$ cat config.mk
export PLATFORM = sky130hd
export DESIGN_NAME = icache_direct
export DESIGN_NICKNAME = d
export VERILOG_FILES = /design/src/rtl/icache_direct.sv
export SDC_FILE = /design/constraint.sdc
export NUM_CORES = 1
export LEC_CHECK = 0
export CAP_MARGIN = 20
export CORE_AREA = 4 4 278 416
export CTS_CLUSTER_SIZE = 12
export DETAILED_ROUTE_END_ITERATION = 8
export DIE_AREA = 0 0 282 420
export PLACE_DENSITY = 0.49
export SLEW_MARGIN = 10
export SYNTH_ARGS = -nofsm -noshare
export SYNTH_HDL_FRONTEND = slang
export SYNTH_SLANG_ARGS = --single-unit
$ cat constraint.sdc
create_clock -name CLK -period 4 [get_ports CLK]
set_input_delay 0.4 -clock CLK [delete_from_list [all_inputs] [get_ports CLK]]
set_output_delay 0.4 -clock CLK [all_outputs]
set_load 0.02 [all_outputs]
$ cat src/rtl/icache_direct.sv
// Direct-mapped instruction cache, one 32-bit word per frame.
// Hits are answered combinationally from the frame array in IDLE; misses
// latch the word address and fetch it from memory in FETCH.
// Optional macro ICACHE_STATS_EN adds saturating hit/miss counters.
module icache_direct #(
  parameter int INDEX_BITS = 4
) (
  input  logic        CLK,
  input  logic        RST,
  input  logic        imemREN,
  input  logic [31:0] imemaddr,
  output logic        ihit,
  output logic [31:0] imemload,
  input  logic        flush,
  output logic        iREN,
  output logic [31:0] iaddr,
  input  logic        iwait,
  input  logic [31:0] iload
`ifdef ICACHE_STATS_EN
  ,
  output logic [31:0] hit_count,
  output logic [31:0] miss_count
`endif
);

  localparam int FRAMES = 1 << INDEX_BITS;
  localparam int TW     = 30 - INDEX_BITS;

  typedef enum logic {IDLE, FETCH} state_t;

  state_t                  state, next_state;
  logic [FRAMES-1:0]       valid;
  logic [TW-1:0]           tags  [FRAMES];
  logic [31:0]             data  [FRAMES];
  logic [29:0]             miss_addr;
  logic                    flush_pend;

  logic [INDEX_BITS-1:0]   idx;
  logic [TW-1:0]           tag;
  logic [INDEX_BITS-1:0]   fidx;
  logic [TW-1:0]           ftag;
  logic                    lookup_hit;
  logic                    miss;
  logic                    fill;
  logic                    unused_bits;

  assign idx         = imemaddr[INDEX_BITS+1:2];
  assign tag         = imemaddr[31:INDEX_BITS+2];
  assign fidx        = miss_addr[INDEX_BITS-1:0];
  assign ftag        = miss_addr[29:INDEX_BITS];
  assign unused_bits = ^imemaddr[1:0];

  // Lookup, miss detection and memory-side outputs.
  always_comb begin
    lookup_hit = valid[idx] && (tags[idx] == tag);
    ihit       = 1'b0;
    imemload   = '0;
    iREN       = 1'b0;
    iaddr      = '0;
    miss       = 1'b0;
    fill       = 1'b0;
    next_state = state;
    case (state)
      IDLE: begin
        if (imemREN) begin
          // A flush in this cycle invalidates the array, so no hit is reported.
          if (lookup_hit && !flush) begin
            ihit     = 1'b1;
            imemload = data[idx];
          end else begin
            miss       = 1'b1;
            next_state = FETCH;
          end
        end
      end
      FETCH: begin
        iREN  = 1'b1;
        iaddr = {miss_addr, 2'b00};
        if (!iwait) begin
          // A flush seen at any point during the fetch discards the data.
          fill       = !flush && !flush_pend;
          next_state = IDLE;
        end
      end
      default: next_state = IDLE;
    endcase
  end

  // State register; reset abandons any outstanding fetch.
  always_ff @(posedge CLK) begin
    if (RST) state <= IDLE;
    else     state <= next_state;
  end

  // Remember a flush that arrived while waiting on memory.
  always_ff @(posedge CLK) begin
    if (RST)
      flush_pend <= 1'b0;
    else if (state == FETCH && iwait && flush)
      flush_pend <= 1'b1;
    else if (state != FETCH || !iwait)
      flush_pend <= 1'b0;
  end

  // Latch the missing word address so the fill ignores later imemaddr changes.
  always_ff @(posedge CLK) begin
    if (miss) miss_addr <= imemaddr[31:2];
  end

  // Valid bits: reset and flush clear all, fill sets one.
  always_ff @(posedge CLK) begin
    if (RST || flush)
      valid <= '0;
    else if (fill)
      valid[fidx] <= 1'b1;
  end

  // Tag and data arrays are not reset; valid bits gate their use.
  always_ff @(posedge CLK) begin
    if (fill && !RST) begin
      tags[fidx] <= ftag;
      data[fidx] <= iload;
    end
  end

`ifdef ICACHE_STATS_EN
  // Saturating event counters, cleared only by reset.
  always_ff @(posedge CLK) begin
    if (RST) begin
      hit_count  <= '0;
      miss_count <= '0;
    end else begin
      if (ihit && hit_count != '1)  hit_count  <= hit_count + 32'd1;
      if (miss && miss_count != '1) miss_count <= miss_count + 32'd1;
    end
  end
`endif

endmodule

== After elaboration in Yosys (flattened, before gate mapping) ==
Memories as Yosys holds them, arrays and structs flattened.
Cells that the tools add are included.
W data, S select, Z words.
Cells by class
  magnitude comparators: 3
  equal/unequal tests: 1
  multiplexer cells: 23
  bitwise operators: 2
  reductions and logical operators: 14
Operator list (number)
  $mux W32: 4
  $eq A26 B26 Y1: 1
  $mux W1: 16
  $or A16 B16 Y16: 1
  $lt A4 B5 Y1 const B: 2
  $logic_and A1 B1 Y1: 7
  $bmux W1 S4: 1
  $demux W1 S4: 1
  $ge A4 B1 Y1 const B: 1
  $logic_not A1 Y1: 4
  $logic_or A1 B1 Y1: 2
  $pmux W1 S2: 1
  $reduce_bool A2 Y1: 1
  $not A1 Y1: 1
Word-level totals
  flip-flop bits (word level): 48
  RAM bits: 928
  input port bits: 69
  output and inout port bits: 66
  logic and storage cells: 49
  memories kept: 2
Memory list
  data: depth 16, bits a word 32, read ports 1, clocked after Yosys merged registers in 0, write ports 1, line 34  | logic [31:0] data [FRAMES];
  tags: depth 16, bits a word 26, read ports 1, clocked after Yosys merged registers in 0, write ports 1, line 33  | logic [TW-1:0] tags [FRAMES];

== Longest topological paths before layout ==
  depth in word-level cells: 7
  gate-level depth with buffers: 13
  depth with buffers taken out: 8

== Worst setup path before layout ==
OpenSTA, ideal clock, no wires.
  kind: reg-to-reg
  from: register state
  to: memory data[4][0] (enable)
  library setup time: 0.474 ns
  arrival: 3.775 ns
  data required time: 3.526 ns
  slack: -0.249 ns
  stages on the path, launching flop included: 5
  buffers on the path: 0
  period minus slack after synthesis: 4.249 ns
  cell sequence: dfxtp_1 nor4b_1 nand2_1 or2_2 nor2_1
Between the ends
  longest elaborated chain between the ends: 4
Ends and longest elaborated chain
  start, declared: line 31  | state_t state, next_state;
  start signal, assigned: line 92  | else state <= next_state;
  $mux W1: line 63  | case (state)
  $logic_and A1 B1 Y1: line 120  | if (fill && !RST) begin
  $mux W1: line 120
  $mux W1 (implied by the code): line 122  | data[fidx] <= iload;
  end, declared: line 34
No other way between the ends.

== Worst setup path in the final report ==
  from: memory tags[12][18] (netlist bit)
  to: output port imemload[11]
Between the ends
  longest elaborated chain between the ends: 7
Ends and longest elaborated chain
  start, declared: line 33
  $mem_v2 Z16 W26
  $eq A26 B26 Y1: line 55  | lookup_hit = valid[idx] && (tags[idx] == tag);
  $logic_and A1 B1 Y1: line 55
  $logic_and A1 B1 Y1: line 67  | if (lookup_hit && !flush) begin
  $mux W32: line 67
  $mux W32: line 65  | if (imemREN) begin
  $mux W32: line 63
  end, declared: line 13  | output logic [31:0] imemload,
No other way between the ends.

==> run metrics <==
result of the run=finished, final reports clean; worst-margin pin slew=between 1 and 1.5 ns; Clock Sinks=a little under 1000; antenna violations before repair=8; Initial Util=33.9%; final worst slack=roughly 0.041 ns; Die Width=282 µm; final wirelength=96000 µm; CP required=between 3 and 4 ns; critical path type=register to primary output; RSZ-0062 raised after global routing=yes; clock buffer count from CTS=99; final clock skew=0.0276 ns; EDFF count, synth=958; die span in y=420 µm; final worst-path cycle share=between 90 and 100%; DR vias=around 18000; setup slack, reg-to-reg=about 1.1 ns; Core ar.=between 0.1 and 0.15 mm²; Total GRT Usage=between 10% and 20%; Slew Limit Headroom=between 30% and 40%; Final Hold Fails=0; share of cells above drive strength 1=30.8%; max-cap violation count=0; Avg Cell Area, Syn=22.8 µm²; CP cell instances=mux4_2 > mux2i_1 > mux2i_1 > xor2_2 > nor4_2 > buf_4 > and4b_2 > nand4bb_4 > buf_12 > buf_16 > nor2b_4 > buf_6 > buf_6; drt wl/cell=27.8 µm; Critical Path Fanout Max=7; First-pass DRT Iterations=5; Synth Instances=approximately 1700; Static Leak=14.3 nW; arrival time at the worst endpoint=between 3 and 4 ns; Slowest cell on crit path=mux4_2; CTS tree=done; fmax=253 MHz; largest net degree at the start of global routing=74; synth warn=0; Crit. Startpoint=tags[12][18]$_DFFE_PP_; later-pin clock latency in the skew report=0.67 ns; ys async rst share=0%; most common cell after layout, fill and taps aside=edfxtp_1; vias in the first global route=19300; clk buf depth=3; Detail Route Antenna Nets=0; grt ovf=0; R2R depth=11; DPL Wire Length=52000 µm; die area=0.118 mm²; # DRC=0; Critical R2R Launch=tags[12][18]$_DFFE_PP_; Final min period=3.96 ns; Final Wtd Congestion=0.735; Synth Cell Area=between 0.03 and 0.04 mm²; # nets final=2013; pre-CTS setup slack=-0.341 ns; reg-to-reg endpoint=miss_addr[9]$_DFFE_PP_; most used flip-flop cell after synthesis=edfxtp_1; clock root buffer=clkbuf_16; worst hold margin=0.303 ns; Layout area overhead=19.3%; fin. max-slew vios=0; HP Start=imemaddr[3]; #FFs+latches synth=a little under 1000; Distinct cells, synth=51; Worst-path clk slew=approximately 0.060 ns; Hold Path Class=input port to register; VDD IR max=0.276 mV; hold endpoint=miss_addr[1]$_DFFE_PP_; crit end category=primary output; H-tree Lvls=3; Hold Path Cell Cnt=2; io pins=135; Layout fillers=9792; Worst path max stage delay=0.47 ns; final setup vio count=0; IO Port Bufs=between 100 and 150; Cell Rows=150; Hold-fix buffers, CTS=0; CP Launch Type=register; vias per inst=5.17; Power Density=464 mW/mm²; most frequent cells in the layout=edfxtp_1, mux4_2, buf_4; drt first-iter violations=1285; first-pass GRT wire length=138000 µm; Seq/Total Area, Yosys=77.0%
-- area by class of cell --
class	instances	area, µm²	share of cell area (%)
multi-input combinational	599	8470	18.8
antenna	4	10.0	0.0222
inverter	2	7.51	0.0166
sequential	976	29100	64.5
clock buffer	137	2710	6.01
tap	1444	1810	4.00
timing repair buffer	266	2780	6.16
clock inverter	29	223	0.493
-- registers in the layout, indices dropped and copies added (netlist names) --
signal,cells
miss_addr,30
data,512
state,1
flush_pend,1
tags,416
valid,16
-- synth_stat cells (2+ instances only) --
cell type,count,area [µm²]
o21ai_0,2,10.0
nor4_1,3,18.8
a21o_1,2,15.0
a221oi_1,3,26.3
buf_1,5,18.8
nor3_1,2,10.0
o22ai_1,6,37.5
nor2_1,39,146
a221o_1,2,20.0
inv_2,2,7.51
nand4b_1,3,26.3
buf_6,11,124
and4b_1,3,30.0
and4_1,2,17.5
a31oi_1,4,25.0
nor4b_1,3,26.3
nand3b_1,3,22.5
o21ai_1,2,10.0
and3_1,4,25.0
xor2_1,10,87.6
xnor2_1,21,184
buf_4,11,82.6
nand4_1,3,18.8
edfxtp_1,958,28800
a22oi_1,16,120
nand3_1,6,30.0
or3_1,2,12.5
buf_2,29,145
a211o_1,3,26.3
and2_1,32,200
dfxtp_1,18,360
mux2i_1,74,741
nor2b_2,29,254
nand2b_1,7,43.8
nor2b_1,13,81.3
or2_2,3,18.8
o211ai_1,2,15.0
a21oi_1,17,85.1
mux2_2,11,124
clkbuf_1,28,105
a211oi_1,3,22.5
mux4_2,248,5590
nand2_1,8,30.0
-- where the power goes --
part	internal (mW)	total (mW)	leakage (nW)	switching, mW
clock	4.83	8.52	1.43	3.69
sequential	11.3	11.3	8.77	0.0775
combinational	0.521	1.07	4.08	0.544
-- routing by layer --
metal,wire length [µm],up-vias,track usage (%)
met5,34,-,0
met4,1860,6,4.23
met3,4080,118,2.37
met2,49000,372,27.9
met1,41000,9823,21.9
li1,-,7541,-
-- kinds of logic (layout without fill, tap and decap cells) --
kind of cell,after synthesis,count (layout),share of synthesized area (%)
XOR/XNOR,31,31,0.717
buffers and inverters,87,434,1.29
multiplexers,333,333,17.0
AND/OR/NAND/NOR,169,169,2.86
AO/OA/AOI/OAI,64,64,1.14
flip-flops,976,976,77.0
other,1,6,0.00991
-- stage by stage --
step	power [mW]	cell area, µm²	TNS, ns	instances	utilization (%)
floorplan	12.1	37900	-84.87	1662	-
detailed placement	12.6	42000	-8.65	3282	37.6
CTS	21.2	44900	-0.118	3452	40.2
global placement	12.6	42000	-9.61	3282	37.6
finish	20.9	45100	0	3457	40.4
global route	21.7	45100	-1.18	3454	40.4
-- critical path: cells and delay by family, from the launching register on --
kind | cells | cell delay [ns]
flops | 1 | 0.37
buf+inv | 5 | 0.78
simple gates | 4 | 0.76
mux | 3 | 0.74
xor+xnor | 1 | 0.20
-- worst max-delay path by stage --
stage,to,slack [ns],cells after the start
after CTS,imemload[11],-0.09,13
after global placement,imemload[16],-0.35,13
final,imemload[11],0.04,13
after floorplan,data[4][0]$_DFFE_PP_,-0.25,4
after detailed placement,imemload[21],-0.34,13
after global routing,imemload[11],-0.14,13
-- repair_timing --
action / 4_1_cts / 5_1_grt
gates cloned: 2 / 0
gates resized for setup: 137 / 60
pin swaps: 0 / 1
endpoints found under the setup margin: 33 / 33
buffers inserted: 2 / 1
Power figures use the tool's default switching activity.
